File: src/rtl/sram_arbiter_pkg.sv
// Shared definitions for the SRAM arbiter: access FSM states, default
// geometry/timing parameters and requester identifiers.
package sram_arbiter_pkg;

    typedef enum logic [1:0] {
        IDLE  = 2'd0,
        READ  = 2'd1,
        WRITE = 2'd2,
        ACK   = 2'd3
    } arb_state_t;

    localparam int SRAM_ADDR_W         = 20;
    localparam int DEFAULT_WAIT_CYCLES = 1;

    // Requester identifiers stored in the grant register.
    localparam logic REQ_IF  = 1'b0;
    localparam logic REQ_MEM = 1'b1;

endpackage

File: src/rtl/sram_arbiter_lane_align.sv
// sram_lane_align: combinational byte-lane handling for the SRAM arbiter.
//   Store side: i_st_lane/i_st_byte/i_st_wdata -> o_st_be_n (active-low
//               byte enables) and o_st_data (byte replicated on all lanes
//               for byte stores, unchanged for word stores).
//   Load side:  i_ld_lane/i_ld_byte/i_ld_word -> o_ld_data (selected byte
//               sign-extended for byte loads, raw word otherwise).
module sram_lane_align (
    input  logic [1:0]  i_st_lane,
    input  logic        i_st_byte,
    input  logic [31:0] i_st_wdata,
    output logic [3:0]  o_st_be_n,
    output logic [31:0] o_st_data,
    input  logic [1:0]  i_ld_lane,
    input  logic        i_ld_byte,
    input  logic [31:0] i_ld_word,
    output logic [31:0] o_ld_data
);

    logic [7:0] w_lanes [4];
    logic [7:0] w_ld_byte;

    // Lane 0 is bits [7:0].
    genvar gi;
    generate
        for (gi = 0; gi < 4; gi++) begin : g_lane
            assign w_lanes[gi] = i_ld_word[8*gi +: 8];
        end
    endgenerate

    assign w_ld_byte = w_lanes[i_ld_lane];
    assign o_ld_data = i_ld_byte ? {{24{w_ld_byte[7]}}, w_ld_byte} : i_ld_word;

    always_comb begin
        o_st_be_n = 4'b0000;
        o_st_data = i_st_wdata;
        if (i_st_byte) begin
            // Only the addressed lane is enabled; replicating the byte means
            // the data lane does not have to follow the address.
            o_st_be_n = ~(4'b0001 << i_st_lane);
            o_st_data = {4{i_st_wdata[7:0]}};
        end
    end

endmodule

File: src/rtl/sram_arbiter.sv
// sram_arbiter: serialises instruction fetch (IF) and MEM-stage data
// accesses onto one asynchronous SRAM with fixed-length strobe cycles.
//   IF port : if_req/if_addr in, if_ack/if_rdata/if_stall out (read only).
//   MEM port: mem_req/mem_we/mem_byte/mem_addr/mem_wdata in,
//             mem_ack/mem_rdata/mem_stall out (LW/LB/SW/SB).
//   SRAM    : sram_addr, sram_data_o, sram_data_oe, sram_ce_n, sram_oe_n,
//             sram_we_n, sram_be_n out (all registered), sram_data_i in.
// Each access takes IDLE (grant) + WAIT_CYCLES+1 strobe cycles + ACK.
module sram_arbiter
    import sram_arbiter_pkg::*;
#(
    parameter int WAIT_CYCLES = DEFAULT_WAIT_CYCLES,
    parameter int ADDR_W      = SRAM_ADDR_W
) (
    input  logic              clk,
    input  logic              rst_n,
    input  logic              if_req,
    input  logic [31:0]       if_addr,
    output logic              if_ack,
    output logic [31:0]       if_rdata,
    output logic              if_stall,
    input  logic              mem_req,
    input  logic              mem_we,
    input  logic              mem_byte,
    input  logic [31:0]       mem_addr,
    input  logic [31:0]       mem_wdata,
    output logic              mem_ack,
    output logic [31:0]       mem_rdata,
    output logic              mem_stall,
    output logic [ADDR_W-1:0] sram_addr,
    output logic [31:0]       sram_data_o,
    output logic              sram_data_oe,
    output logic              sram_ce_n,
    output logic              sram_oe_n,
    output logic              sram_we_n,
    output logic [3:0]        sram_be_n,
    input  logic [31:0]       sram_data_i
);

    arb_state_t        r_state;
    logic              r_id;
    logic              r_byte;
    logic [1:0]        r_lane;
    logic [2:0]        r_wait;
    logic              r_last_mem;
    logic              r_if_ack;
    logic              r_mem_ack;
    logic [31:0]       r_if_rdata;
    logic [31:0]       r_mem_rdata;
    logic [ADDR_W-1:0] r_sram_addr;
    logic [31:0]       r_data_o;
    logic              r_data_oe;
    logic              r_ce_n;
    logic              r_oe_n;
    logic              r_we_n;
    logic [3:0]        r_be_n;

    logic              w_grant_mem;
    logic              w_grant_if;
    logic [3:0]        w_st_be_n;
    logic [31:0]       w_st_data;
    logic [31:0]       w_ld_data;
    logic              w_unused_addr_bits;

    // MEM has priority unless it was served last and IF is waiting.
    assign w_grant_mem = mem_req && !(r_last_mem && if_req);
    assign w_grant_if  = if_req && !w_grant_mem;

    // Address bits outside the SRAM word range carry no meaning here.
    assign w_unused_addr_bits = ^{if_addr[31:ADDR_W+2], if_addr[1:0],
                                  mem_addr[31:ADDR_W+2]};

    sram_lane_align u_lane_align (
        .i_st_lane  (mem_addr[1:0]),
        .i_st_byte  (mem_byte),
        .i_st_wdata (mem_wdata),
        .o_st_be_n  (w_st_be_n),
        .o_st_data  (w_st_data),
        .i_ld_lane  (r_lane),
        .i_ld_byte  (r_byte),
        .i_ld_word  (sram_data_i),
        .o_ld_data  (w_ld_data)
    );

    always_ff @(posedge clk) begin
        if (!rst_n) begin
            r_state     <= IDLE;
            r_id        <= REQ_IF;
            r_byte      <= 1'b0;
            r_lane      <= 2'b00;
            r_wait      <= 3'd0;
            r_last_mem  <= 1'b0;
            r_if_ack    <= 1'b0;
            r_mem_ack   <= 1'b0;
            r_if_rdata  <= 32'd0;
            r_mem_rdata <= 32'd0;
            r_sram_addr <= '0;
            r_data_o    <= 32'd0;
            r_data_oe   <= 1'b0;
            r_ce_n      <= 1'b1;
            r_oe_n      <= 1'b1;
            r_we_n      <= 1'b1;
            r_be_n      <= 4'b1111;
        end else begin
            r_if_ack  <= 1'b0;
            r_mem_ack <= 1'b0;
            case (r_state)
                IDLE: begin
                    if (w_grant_mem) begin
                        r_id        <= REQ_MEM;
                        r_last_mem  <= 1'b1;
                        r_byte      <= mem_byte;
                        r_lane      <= mem_addr[1:0];
                        r_sram_addr <= mem_addr[ADDR_W+1:2];
                        r_wait      <= 3'(WAIT_CYCLES);
                        r_ce_n      <= 1'b0;
                        if (mem_we) begin
                            r_state   <= WRITE;
                            r_we_n    <= 1'b0;
                            r_data_oe <= 1'b1;
                            r_be_n    <= w_st_be_n;
                            r_data_o  <= w_st_data;
                        end else begin
                            r_state <= READ;
                            r_oe_n  <= 1'b0;
                            r_be_n  <= 4'b0000;
                        end
                    end else if (w_grant_if) begin
                        r_id        <= REQ_IF;
                        r_last_mem  <= 1'b0;
                        r_byte      <= 1'b0;
                        r_lane      <= 2'b00;
                        r_sram_addr <= if_addr[ADDR_W+1:2];
                        r_wait      <= 3'(WAIT_CYCLES);
                        r_ce_n      <= 1'b0;
                        r_oe_n      <= 1'b0;
                        r_be_n      <= 4'b0000;
                        r_state     <= READ;
                    end
                end
                READ: begin
                    if (r_wait == 3'd0) begin
                        // Capture on the last strobe edge; the formatted word
                        // becomes visible together with the ack.
                        r_state <= ACK;
                        r_oe_n  <= 1'b1;
                        if (r_id == REQ_MEM) begin
                            r_mem_ack   <= 1'b1;
                            r_mem_rdata <= w_ld_data;
                        end else begin
                            r_if_ack   <= 1'b1;
                            r_if_rdata <= w_ld_data;
                        end
                    end else begin
                        r_wait <= r_wait - 3'd1;
                    end
                end
                WRITE: begin
                    if (r_wait == 3'd0) begin
                        r_state <= ACK;
                        r_we_n  <= 1'b1;
                        if (r_id == REQ_MEM) begin
                            r_mem_ack <= 1'b1;
                        end else begin
                            r_if_ack <= 1'b1;
                        end
                    end else begin
                        r_wait <= r_wait - 3'd1;
                    end
                end
                ACK: begin
                    // ce_n, address and data were held through this cycle
                    // for write hold time; release the bus now.
                    r_state   <= IDLE;
                    r_ce_n    <= 1'b1;
                    r_be_n    <= 4'b1111;
                    r_data_oe <= 1'b0;
                end
                default: r_state <= IDLE;
            endcase
        end
    end

    assign if_ack       = r_if_ack;
    assign mem_ack      = r_mem_ack;
    assign if_rdata     = r_if_rdata;
    assign mem_rdata    = r_mem_rdata;
    assign if_stall     = if_req & ~r_if_ack;
    assign mem_stall    = mem_req & ~r_mem_ack;
    assign sram_addr    = r_sram_addr;
    assign sram_data_o  = r_data_o;
    assign sram_data_oe = r_data_oe;
    assign sram_ce_n    = r_ce_n;
    assign sram_oe_n    = r_oe_n;
    assign sram_we_n    = r_we_n;
    assign sram_be_n    = r_be_n;

endmodule

File: config.mk
export PLATFORM = sky130hd
export DESIGN_NAME = sram_arbiter
export DESIGN_NICKNAME = d
export VERILOG_FILES = /design/src/rtl/sram_arbiter_pkg.sv /design/src/rtl/sram_arbiter_lane_align.sv /design/src/rtl/sram_arbiter.sv
export SDC_FILE = /design/constraint.sdc
export NUM_CORES = 1
export LEC_CHECK = 0
export ABC_CLOCK_PERIOD_IN_PS = 2510
export CAP_MARGIN = 20
export CORE_ASPECT_RATIO = 0.5
export CORE_MARGIN = 3
export CORE_UTILIZATION = 60
export DETAILED_ROUTE_END_ITERATION = 8
export DONT_BUFFER_PORTS = 1
export PLACE_DENSITY = 0.76
export SYNTH_ARGS = -nofsm -noshare
export SYNTH_HDL_FRONTEND = slang
export SYNTH_SLANG_ARGS = --single-unit
File: constraint.sdc
create_clock -name clk -period 2.51 [get_ports clk]
set_input_delay 0.502 -clock clk [delete_from_list [all_inputs] [get_ports clk]]
set_output_delay 0.502 -clock clk [all_outputs]
set_load 0.01 [all_outputs]
==> metrics.md <==
| Metric | Value |
|---|---|
| Max IR drop VDD | between 0.0005 and 0.0006 V |
| Gate Count Post-Synth | around 640 |
| Area growth syn-to-layout | 10.17% |
| I/O pins | 262 |
| CTS tree | yes |
| Drt pass-1 iters | 5 |
| Met1 Wirelength | between 6 and 7 mm |
| Final WS setup | roughly 0.49 ns |
| HPWL after detailed placement | 10.97 mm |
| Setup CP Type | reg -> reg |
| Root Buffer | clkbuf_16 |
| Port Buf Inserts | 0 |
| Post-synthesis register bit count | between 100 and 150 |
| Cell-internal power | 4.845 mW |
| Setup Buffers After CTS | 0 |
| Die Y | between 70 and 80 um |
| Setup-failing EPs final | 0 |
| Drt initial violations | around 290 |
| Multi-input gate area | 2819 um^2 |
| Outcome | complete, no violations |
| Row count | 24 |
| Minimum clock period | 2.017 ns |
| Period utilization | between 80 and 90% |
| Synth Warn # | 0 |
| Nets | approximately 750 |
| Setup_tns | 0 ns |
| Inst Count DP | around 720 |
| Starting Density | ~64% |
| Post-Syn Area | just under 6000 um^2 |
| Pin count of the biggest net entering global routing | 95 |
| P_sw | between 2 and 3 mW |
| Htree depth | 4 |
| Total grt overflow | 0 |
| Worst slew pin tran | 0.6553 ns |
| Async SR Flop Fraction | 0% |
| Num CTS Buffers | 17 |
| Die area | 11050 um^2 |
| DR DRC count | 0 |
| Hold slack | 0.2135 ns |
| Hold buffers post-CTS | 0 |
| Flop pwr share | about 44% |
| Post-route clock skew | 0.008747 ns |
| Initial antenna violation count | 0 |
| Register area share after synthesis | between 40% and 50% |
| Max layer used | met4 |
| Core Region | around 9000 um^2 |
| Max Cap Viol | 0 |
| Post-synthesis area per instance | 9.223 um^2 |
| Synthesized Nets | 776 |
| Clk_lat worst skew | between 0.4 and 0.5 ns |
| Synth unique cells | 42 |
| Dominant synthesized flop cell | dfxtp_1 |
| Dpl ws | about 0.54 ns |
| Max_slew headroom | a little under three fifths |
| Fmax | between 400 and 500 MHz |
| Clock sinks | between 100 and 150 |
| Met2 WL post-DR | between 7 and 8 mm |
| First-pass GRT wire length | 23.44 mm |
| FF/Latch Area | roughly 2700 um^2 |
| Gp weighted congestion | around 0.84 |
| Total Wirelength | 15.74 mm |
| Logic gate share of total power | ~23% |
| Clock network power share | between 30% and 40% |
| Clock Path Buffers | 2 |
| Final Slew Violations | 0 |
| Number of synthesized flops with an enable pin | 0 |
| Vias | about 4800 |
| WL/cell | approximately 21 um |
| Switching share of power | 35.07% |
| Clk slew on worst S/H paths | about 0.06 ns |
| Final Util | a little under three quarters |
| Final cell count without fillers | 750 |
| Cell Chain, Critical Path | inv_1, ha_1, nor2b_1, and3_2, buf_4, o21ai_0, a31oi_1 |
| Post-cts resize count | 0 |
| Worst Setup Start Kind | flip-flop |
| Routed vias/inst | 6.333 |
| P_leak | around 2.5 nW |
| Number of global-route vias before repair | 4260 |
| WP data arrival | roughly 2.3 ns |
| Setup crit end kind | flip-flop |
| Final ANT Viol Nets | 0 |
| Crit path max fanout | 28 |
| Final hold viol count | 0 |
| Ant diodes | 0 |
| Largest stage delay on the critical path | between 0.5 and 0.6 ns |
| Hold WC Path Type | in -> reg |
| Worst EP required | around 2.8 ns |
| DR WL met3 | about 1.3 mm |
| DIE WIDTH | roughly 150 um |
| Gr usage total | between 20% and 30% |
| PwrDens | 1156 nW/um^2 |
| Fillers | 699 |
| RSZ-0062 raised after global routing | no |
| Share of cells above drive strength 1 | 12.58% |
| Slowest-stage cell, CP | and3_2 |
[critical path, delay by kind of cell, from the launching register on]
family	cells	cell delay, ns
AO/OA/AOI/OAI	2	0.26
adder cells (fa/ha/maj)	1	0.22
buffers and inverters	2	0.41
flip-flops	1	0.32
AND/OR/NAND/NOR	2	0.73
[cells in the mapped netlist (2+ instances only)]
master / number / area, um^2
a211oi_2: 24 / 300.3
a21o_1: 2 / 15.01
a21oi_1: 56 / 280.3
a221o_1: 3 / 30.03
a31oi_1: 51 / 319.1
a32oi_1: 3 / 26.28
and3_1: 3 / 18.77
buf_1: 2 / 7.510
buf_2: 19 / 95.09
buf_4: 4 / 30.03
buf_6: 4 / 45.04
clkbuf_1: 30 / 112.6
dfxtp_1: 135 / 2703
ha_1: 7 / 87.58
inv_1: 14 / 52.55
mux2i_1: 51 / 510.5
nand2_1: 22 / 82.58
nand2b_1: 31 / 193.9
nand3_1: 11 / 55.05
nor2_1: 32 / 120.1
nor2_2: 2 / 12.51
nor2b_1: 3 / 18.77
o21ai_0: 99 / 495.5
o22ai_1: 7 / 43.79
o31ai_1: 3 / 22.52
[cell usage in the layout, fill, tap and decap left out, drive strengths merged, types with 4 or more instances in the layout]
master      n
a211oi     24
a21oi      56
a31oi      51
buf        12
clkbuf     18
clkinv      6
clkinvlp    4
dfxtp     135
ha          7
inv        16
mux2i      51
nand2      22
nand2b     31
nand3      11
nor2       34
o21ai     100
o22ai       7
[area by class of cell]
cell class / count / share of cell area [%]
Multi-Input combinational cell: 427 / 43.69
Sequential cell: 135 / 41.88
Clock buffer: 18 / 6.806
Tap cell: 130 / 2.521
Clock inverter: 14 / 2.308
Timing Repair Buffer: 12 / 1.978
Inverter: 14 / 0.8144
[power groups by stage]
stage / combinational, mW / clock (mW) / sequential, mW
detailed placement: 1.69 / 0 / 3.33
global placement: 1.63 / 0 / 3.32
CTS: 1.71 / 2.48 / 3.29
finish: 1.72 / 2.46 / 3.28
global route: 1.92 / 2.58 / 3.34
floorplan: 1.46 / 0 / 3.15
[routing by layer]
layer / vias up / GRT usage, %
met5: - / 0
met4: 0 / 8.412
met2: 210 / 46.74
li1: 2257 / -
met1: 2265 / 32.68
met3: 18 / 8.734
[metrics by stage]
step / instance area (um^2) / power (mW)
after global placement: 5864 / 4.948
after floorplan: 5857 / 4.614
after detailed placement: 5864 / 5.023
after CTS: 6452 / 7.483
final: 6452 / 7.461
after global routing: 6452 / 7.837
[registers in the layout, summed over array words and instances (netlist names)]
| signal | cells |
|---|---|
| if_ack | 1 |
| if_rdata | 32 |
| sram_be_n | 4 |
| r_state | 2 |
| r_lane | 2 |
| r_last_mem | 1 |
| r_wait | 3 |
| sram_ce_n | 1 |
| mem_rdata | 32 |
| sram_data_o | 32 |
| r_byte | 1 |
| sram_oe_n | 1 |
| sram_we_n | 1 |
| mem_ack | 1 |
| sram_addr | 20 |
| sram_data_oe | 1 |
[worst paths after layout]
kind	from	end	slack (ns)	cells past startpoint
max	r_wait[0]	mem_rdata[18]	0.49	7
min	rst_n	sram_we_n	0.21	1
max reg2reg	r_wait[0]	mem_rdata[18]	0.49	7
min reg2reg	r_wait[1]	r_wait[1]	0.51	2
[logic make-up (layout without fill, tap and decap cells)]
| logic type | count (synthesis) | in the layout | synth area share (%) |
|---|---|---|---|
| flip-flops | 135 | 135 | 46.14 |
| AO/OA/AOI/OAI | 257 | 257 | 27.79 |
| AND/OR/NAND/NOR | 110 | 110 | 9.464 |
| XOR/XNOR | 1 | 1 | 0.1496 |
| adder cells (fa/ha/maj) | 7 | 7 | 1.495 |
| multiplexers | 52 | 52 | 9.101 |
| buffers and inverters | 73 | 58 | 5.853 |
Power figures use the tool's default switching activity.
